## config.mk

```make
export PLATFORM = sky130hd
export DESIGN_NAME = fxyz_sweep_top
export DESIGN_NICKNAME = d
export VERILOG_FILES = /design/src/rtl/fxyz_pkg.sv /design/src/rtl/fxyz.sv /design/src/rtl/fxyz_sweep_top.sv /design/src/rtl/fxyz_sweep_ctrl.sv
export SDC_FILE = /design/constraint.sdc
export NUM_CORES = 1
export LEC_CHECK = 0
export ABC_AREA = 0
export BUFFER_PORTS_ARGS = -buffer_cell sky130_fd_sc_hd__buf_2
export CORE_UTILIZATION = 56
export CTS_BUF_LIST = sky130_fd_sc_hd__clkbuf_8
export DETAILED_ROUTE_END_ITERATION = 8
export GPL_ROUTABILITY_DRIVEN = 0
export PLACE_DENSITY = 0.81
export SYNTH_ARGS = -nofsm -noshare
export SYNTH_HDL_FRONTEND = slang
export SYNTH_SLANG_ARGS = --single-unit
```

## constraint.sdc

```tcl
create_clock -name clk -period 2.2 [get_ports clk]
set_clock_uncertainty 0.1 [all_clocks]
set_input_delay 0.11 -clock clk [delete_from_list [all_inputs] [get_ports clk]]
set_output_delay 0.11 -clock clk [all_outputs]
set_load 0.02 [all_outputs]
```

## src/rtl/fxyz_pkg.sv

```systemverilog
// fxyz_pkg: shared FSM state type and sizing constants for the fxyz sweep controller
package fxyz_pkg;

    typedef enum logic [1:0] {
        IDLE,
        APPLY,
        SAMPLE,
        DONE
    } sweep_state_t;

    localparam int N_VEC    = 8;
    localparam int VEC_W    = 3;
    localparam int CNT_W    = 4;
    localparam int SETTLE_W = 4;

endpackage

```

## src/rtl/fxyz.sv

```systemverilog
// fxyz: two-output boolean datapath, s1 unsimplified and s2 simplified form of one function
module fxyz (
    input  logic x,
    input  logic y,
    input  logic z,
    output logic s1,
    output logic s2
);

    assign s1 = (~x & ~y & z) | (~x & y & z) | (x & y & z);
    assign s2 = z & (~x | y);

endmodule

```

## src/rtl/fxyz_sweep_top.sv

```systemverilog
// fxyz_sweep_top: integration of the sweep controller with the fxyz datapath it checks
module fxyz_sweep_top
    import fxyz_pkg::*;
#(
    parameter int SETTLE = 1
) (
    input  logic             clk,
    input  logic             rst,
    input  logic             start,
    output logic             busy,
    output logic             done,
    output logic [N_VEC-1:0] tt_s1,
    output logic [N_VEC-1:0] tt_s2,
    output logic [CNT_W-1:0] mismatch_cnt,
    output logic             equal
);

    logic w_x;
    logic w_y;
    logic w_z;
    logic w_s1;
    logic w_s2;

    fxyz_sweep_ctrl #(.SETTLE(SETTLE)) u_ctrl (
        .clk          (clk),
        .rst          (rst),
        .start        (start),
        .x            (w_x),
        .y            (w_y),
        .z            (w_z),
        .s1           (w_s1),
        .s2           (w_s2),
        .busy         (busy),
        .done         (done),
        .tt_s1        (tt_s1),
        .tt_s2        (tt_s2),
        .mismatch_cnt (mismatch_cnt),
        .equal        (equal)
    );

    fxyz u_fxyz (
        .x  (w_x),
        .y  (w_y),
        .z  (w_z),
        .s1 (w_s1),
        .s2 (w_s2)
    );

endmodule

```

## src/rtl/fxyz_sweep_ctrl.sv

```systemverilog
// fxyz_sweep_ctrl: exhaustive 8-vector sweep of fxyz with truth-table capture and s1/s2 equivalence count
module fxyz_sweep_ctrl
    import fxyz_pkg::*;
#(
    parameter int SETTLE = 1
) (
    input  logic             clk,
    input  logic             rst,
    input  logic             start,
    output logic             x,
    output logic             y,
    output logic             z,
    input  logic             s1,
    input  logic             s2,
    output logic             busy,
    output logic             done,
    output logic [N_VEC-1:0] tt_s1,
    output logic [N_VEC-1:0] tt_s2,
    output logic [CNT_W-1:0] mismatch_cnt,
    output logic             equal
);

    if (SETTLE < 1 || SETTLE > 15) begin : g_bad_settle
        $error("fxyz_sweep_ctrl: SETTLE must be in 1..15");
    end

    sweep_state_t        r_state;
    sweep_state_t        w_next;
    logic [VEC_W-1:0]    r_vec;
    logic [SETTLE_W-1:0] r_cnt;
    logic [N_VEC-1:0]    r_tt1;
    logic [N_VEC-1:0]    r_tt2;
    logic [CNT_W-1:0]    r_mis;
    logic                r_eq;
    logic                w_settled;
    logic                w_last;

    assign w_settled = r_cnt == SETTLE_W'(SETTLE - 1);
    assign w_last    = r_vec == VEC_W'(N_VEC - 1);

    // state register
    always_ff @(posedge clk) begin
        if (rst) r_state <= IDLE;
        else     r_state <= w_next;
    end

    // next-state logic: hold each vector SETTLE cycles, sample once, stop after the last vector
    always_comb begin
        w_next = r_state;
        case (r_state)
            IDLE:    w_next = start ? APPLY : IDLE;
            APPLY:   w_next = w_settled ? SAMPLE : APPLY;
            SAMPLE:  w_next = w_last ? DONE : APPLY;
            DONE:    w_next = IDLE;
            default: w_next = IDLE;
        endcase
    end

    // outputs decoded from state; the stimulus follows the vector index, which parks at 7 after a sweep
    always_comb begin
        busy         = (r_state == APPLY) || (r_state == SAMPLE);
        done         = r_state == DONE;
        {x, y, z}    = r_vec;
        tt_s1        = r_tt1;
        tt_s2        = r_tt2;
        mismatch_cnt = r_mis;
        equal        = r_eq;
    end

    // datapath: results are cleared only when a sweep is accepted so they persist through IDLE
    always_ff @(posedge clk) begin
        if (rst) begin
            r_vec <= '0;
            r_cnt <= '0;
            r_tt1 <= '0;
            r_tt2 <= '0;
            r_mis <= '0;
            r_eq  <= 1'b0;
        end else begin
            case (r_state)
                IDLE: begin
                    if (start) begin
                        r_vec <= '0;
                        r_cnt <= '0;
                        r_tt1 <= '0;
                        r_tt2 <= '0;
                        r_mis <= '0;
                        r_eq  <= 1'b0;
                    end
                end
                APPLY: begin
                    if (!w_settled) r_cnt <= r_cnt + 1'b1;
                end
                SAMPLE: begin
                    r_tt1[r_vec] <= s1;
                    r_tt2[r_vec] <= s2;
                    if (s1 != s2) r_mis <= r_mis + 1'b1;
                    if (!w_last) begin
                        r_vec <= r_vec + 1'b1;
                        r_cnt <= '0;
                    end
                end
                DONE: begin
                    r_eq <= r_mis == '0;
                end
                default: begin
                    r_eq <= 1'b0;
                end
            endcase
        end
    end

endmodule

```

==> qor.csv <==
stage,metric,value,unit
global_routing,antenna_found_initial,0,
floorplanning,die-area,0.00253,mm²
sta,fin_crit_sh,94.0,%
min_path,hp-class,primary input to flop,
sta,final-hold-violation-count,0,
place,place_inst,187,
yosys,ys.flop_type,dfxtp_1,
final_layout,nNetsFinal,180,
yosys,synth_top_cells_by_count,"dfxtp_1, inv_1, and2_1",
cts,root_buffer,clkbuf_8,
cts,htree_levels,2,
yosys,synth_fa_ha_area_share,10.5,%
sta,setup_viol,0,
detailed_routing,wl,2.38,mm
yosys,synth_xor_area_share,0,%
cts,postCtsSetupBuffers,0,
critical_path,r2r_cells,6,
final_layout,antenna-diode-count,0,
global_routing,grt_pass1_wl,4.12,mm
detailed_routing,drc,0,
detailed_routing,routedWlPerCell,12.2,µm
floorplanning,die_w,50.3,µm
critical_path,crit_path_start_kind,flop,
cts,numCtsBuffers,5,
sta,finalMaxSlewViolations,0,
place,port_buffers,25,
yosys,synth_most_common_cell,dfxtp_1,
sta,max_freq,483,MHz
cts,cts_resized,0,
yosys,syn_nets,152,
detailed_routing,ant_nets,0,
global_routing,grt_usage,22.0,%
cts,worst_skew_pair.late_latency,0.27,ns
yosys,syn-instance-count,138,
cts,tritoncts,built,
yosys,synth_compound_area_share,14.7,%
outcome,run_status,"finished, final reports clean",
yosys,synth_top_cell_by_area,dfxtp_1,
detailed_routing,vias_per_cell,5.26,
sta,period_needed,2.07,ns
yosys,yosysWarnings,0,
yosys,synthSimpleGateAreaFrac,19.9,%
sta,fin_ws,0.131,ns
yosys,synth_mux_area_share,2.78,%
detailed_routing,drtIter0Drc,13,
global_routing,overflow,0,
critical_path,crit_required,2.31,ns
detailed_routing,vias,1026,
sta,setup_tns,0,ns
final_layout,drive_gt1_share,22.8,%
final_layout,final_cells,195,
critical_path,critPathSlowestCell,a2111oi_4,
yosys,synth_top_family_by_area,simple AND/OR/NAND/NOR gates,
detailed_routing,drt-pass1-iter-count,4,
sta,grt_setup_unrepaired,false,
floorplanning,ioPinCount,26,
sta,tightest_slew,0.450,ns
power_and_ir_drop,pwr_density_cell,707,mW/mm²
yosys,avgSynthCellArea,9.47,µm²
final_layout,areaGrowthSynthToFinish,17.1,%
place,dpl.hpwl,1.75,mm
floorplanning,start_util,59.1,%
final_layout,nFillCells,187,
sta,relSlewSlack,70.0,%
yosys,ys_seq_area_share,45.9,%
yosys,syn-cell-area,0.00131,mm²
critical_path,cpPeakStageDelay,0.47,ns
floorplanning,core-area,0.00221,mm²
global_routing,grt_max_degree,21,
yosys,async_flop_share,0,%
cts,clockBufferDepth,2,
place,post-place-ws,0.161,ns
cts,cts.clk_slew.worst_paths,0.06,ns
global_routing,grt_pass1_vias,1037,
critical_path,cp-end-kind,flop,
floorplanning,row_count,17,
yosys,synth_top_cell_area_share,45.9,%
yosys,ys_ff_latch,30,
power_and_ir_drop,vdd_drop_max,0.000525,V
final_layout,final_util,69.2,%
power_and_ir_drop,p_leak,0.000692,µW
critical_path,worstPathCellList,inv_1 > ha_1 > and4bb_4 > a2111oi_4 > mux2_4 > nor2_1,
cts,clock-sinks,30,
critical_path,path_buf_inv,1,
min_path,hold_depth,3,
yosys,ys_types,31,
critical_path,cp_top_family,compound AO/OA/AOI/OAI gates,
run,cap_violations,0,
cts,hold_buffers,0,
critical_path,critical_path_class,flop to flop,
yosys,synth-edff-count,0,
critical_path,arrival,2.17,ns
critical_path,crit_cells,6,
critical_path,cp_max_fo,7,
floorplanning,die_height,50.3,µm
yosys,synth_top_cells_by_area,"dfxtp_1, ha_1, and2_1",
## report_power, final
group,leakage (µW),internal (µW),switching [µW]
Combinational,0.000398,38.7,59.6
Clock,0.0000524,247,184
Sequential,0.000242,548,5.07
## tightest hold or removal path: cells and delay by family
kind | cells | cell delay [ns]
AND/OR/NAND/NOR | 2 | 0.16
buffers and inverters | 1 | 0.12
## registers in the layout, indices dropped and copies added (netlist names)
signal               flops
u_ctrl.r_vec             3
u_ctrl.tt_s2             8
u_ctrl.equal             1
u_ctrl.r_cnt             4
u_ctrl.mismatch_cnt      4
u_ctrl.tt_s1             8
u_ctrl.r_state           2
## path summary, 6_finish.rpt
kind | startpoint | endpoint | slack (ns)
worst min-delay path | start | u_ctrl.r_state[0] | 0.07
worst max-delay path | u_ctrl.r_state[1] | u_ctrl.r_cnt[1] | 0.13
worst max register to register | u_ctrl.r_state[1] | u_ctrl.r_cnt[1] | 0.13
worst min register to register | u_ctrl.tt_s1[1] | u_ctrl.tt_s1[1] | 0.35
## layout by cell type, fill, tap and decap left out, drive strengths merged
cell type and count:
and3b 1, nor2b 2, ha 11, nand3 3, or3 3, o32ai 2
buf 25, nand2b 2, mux2i 1, and4bb 1, clkbuf 6, o31ai 2
nor3 2, and2 12, a21oi 11, mux2 2, a22oi 2, o21a 2
a2111oi 1, dfxtp 30, nor2 11, or4 1, o21ai 5, a211oi 1
a21boi 2, or2 2, clkinv 1, nand2 8, inv 15
## per-layer routing
metal / GRT usage (%) / wire length, µm / up-vias / share of wire, %
li1: - / - / 513 / -
met1: 22.3 / 971 / 475 / 41
met2: 38.0 / 1240 / 28 / 52
met3: 8.48 / 96 / 10 / 4.0
met4: 13.0 / 66 / 0 / 2.8
met5: 0 / 0 / - / 0
## through the flow
stage                     total power, µW  cell area (µm²)  hold WS [ns]
after floorplan                       644             1310         0.180
after global placement                656             1440         0.329
after detailed placement              661             1440         0.338
after CTS                            1100             1530        0.0538
after global routing                 1130             1530        0.0944
final                                1080             1530        0.0659
## cell families (layout without fill, tap and decap cells)
kind of cell / Yosys count / count (layout)
simple gates: 48 / 48
flops: 30 / 30
compound gates: 28 / 28
fa+ha+maj: 11 / 11
buf+inv: 18 / 47
mux: 3 / 3
## cell type report
class / count / area (µm²) / area share [%]
multi-input combinational: 90 / 627 / 40.9
sequential: 30 / 601 / 39.2
timing repair buffer: 25 / 125 / 8.17
clock buffer: 6 / 82.6 / 5.39
inverter: 14 / 52.6 / 3.43
tap: 28 / 35.0 / 2.29
clock inverter: 2 / 8.76 / 0.572
Note: power is estimated with default switching activity, not from simulation.
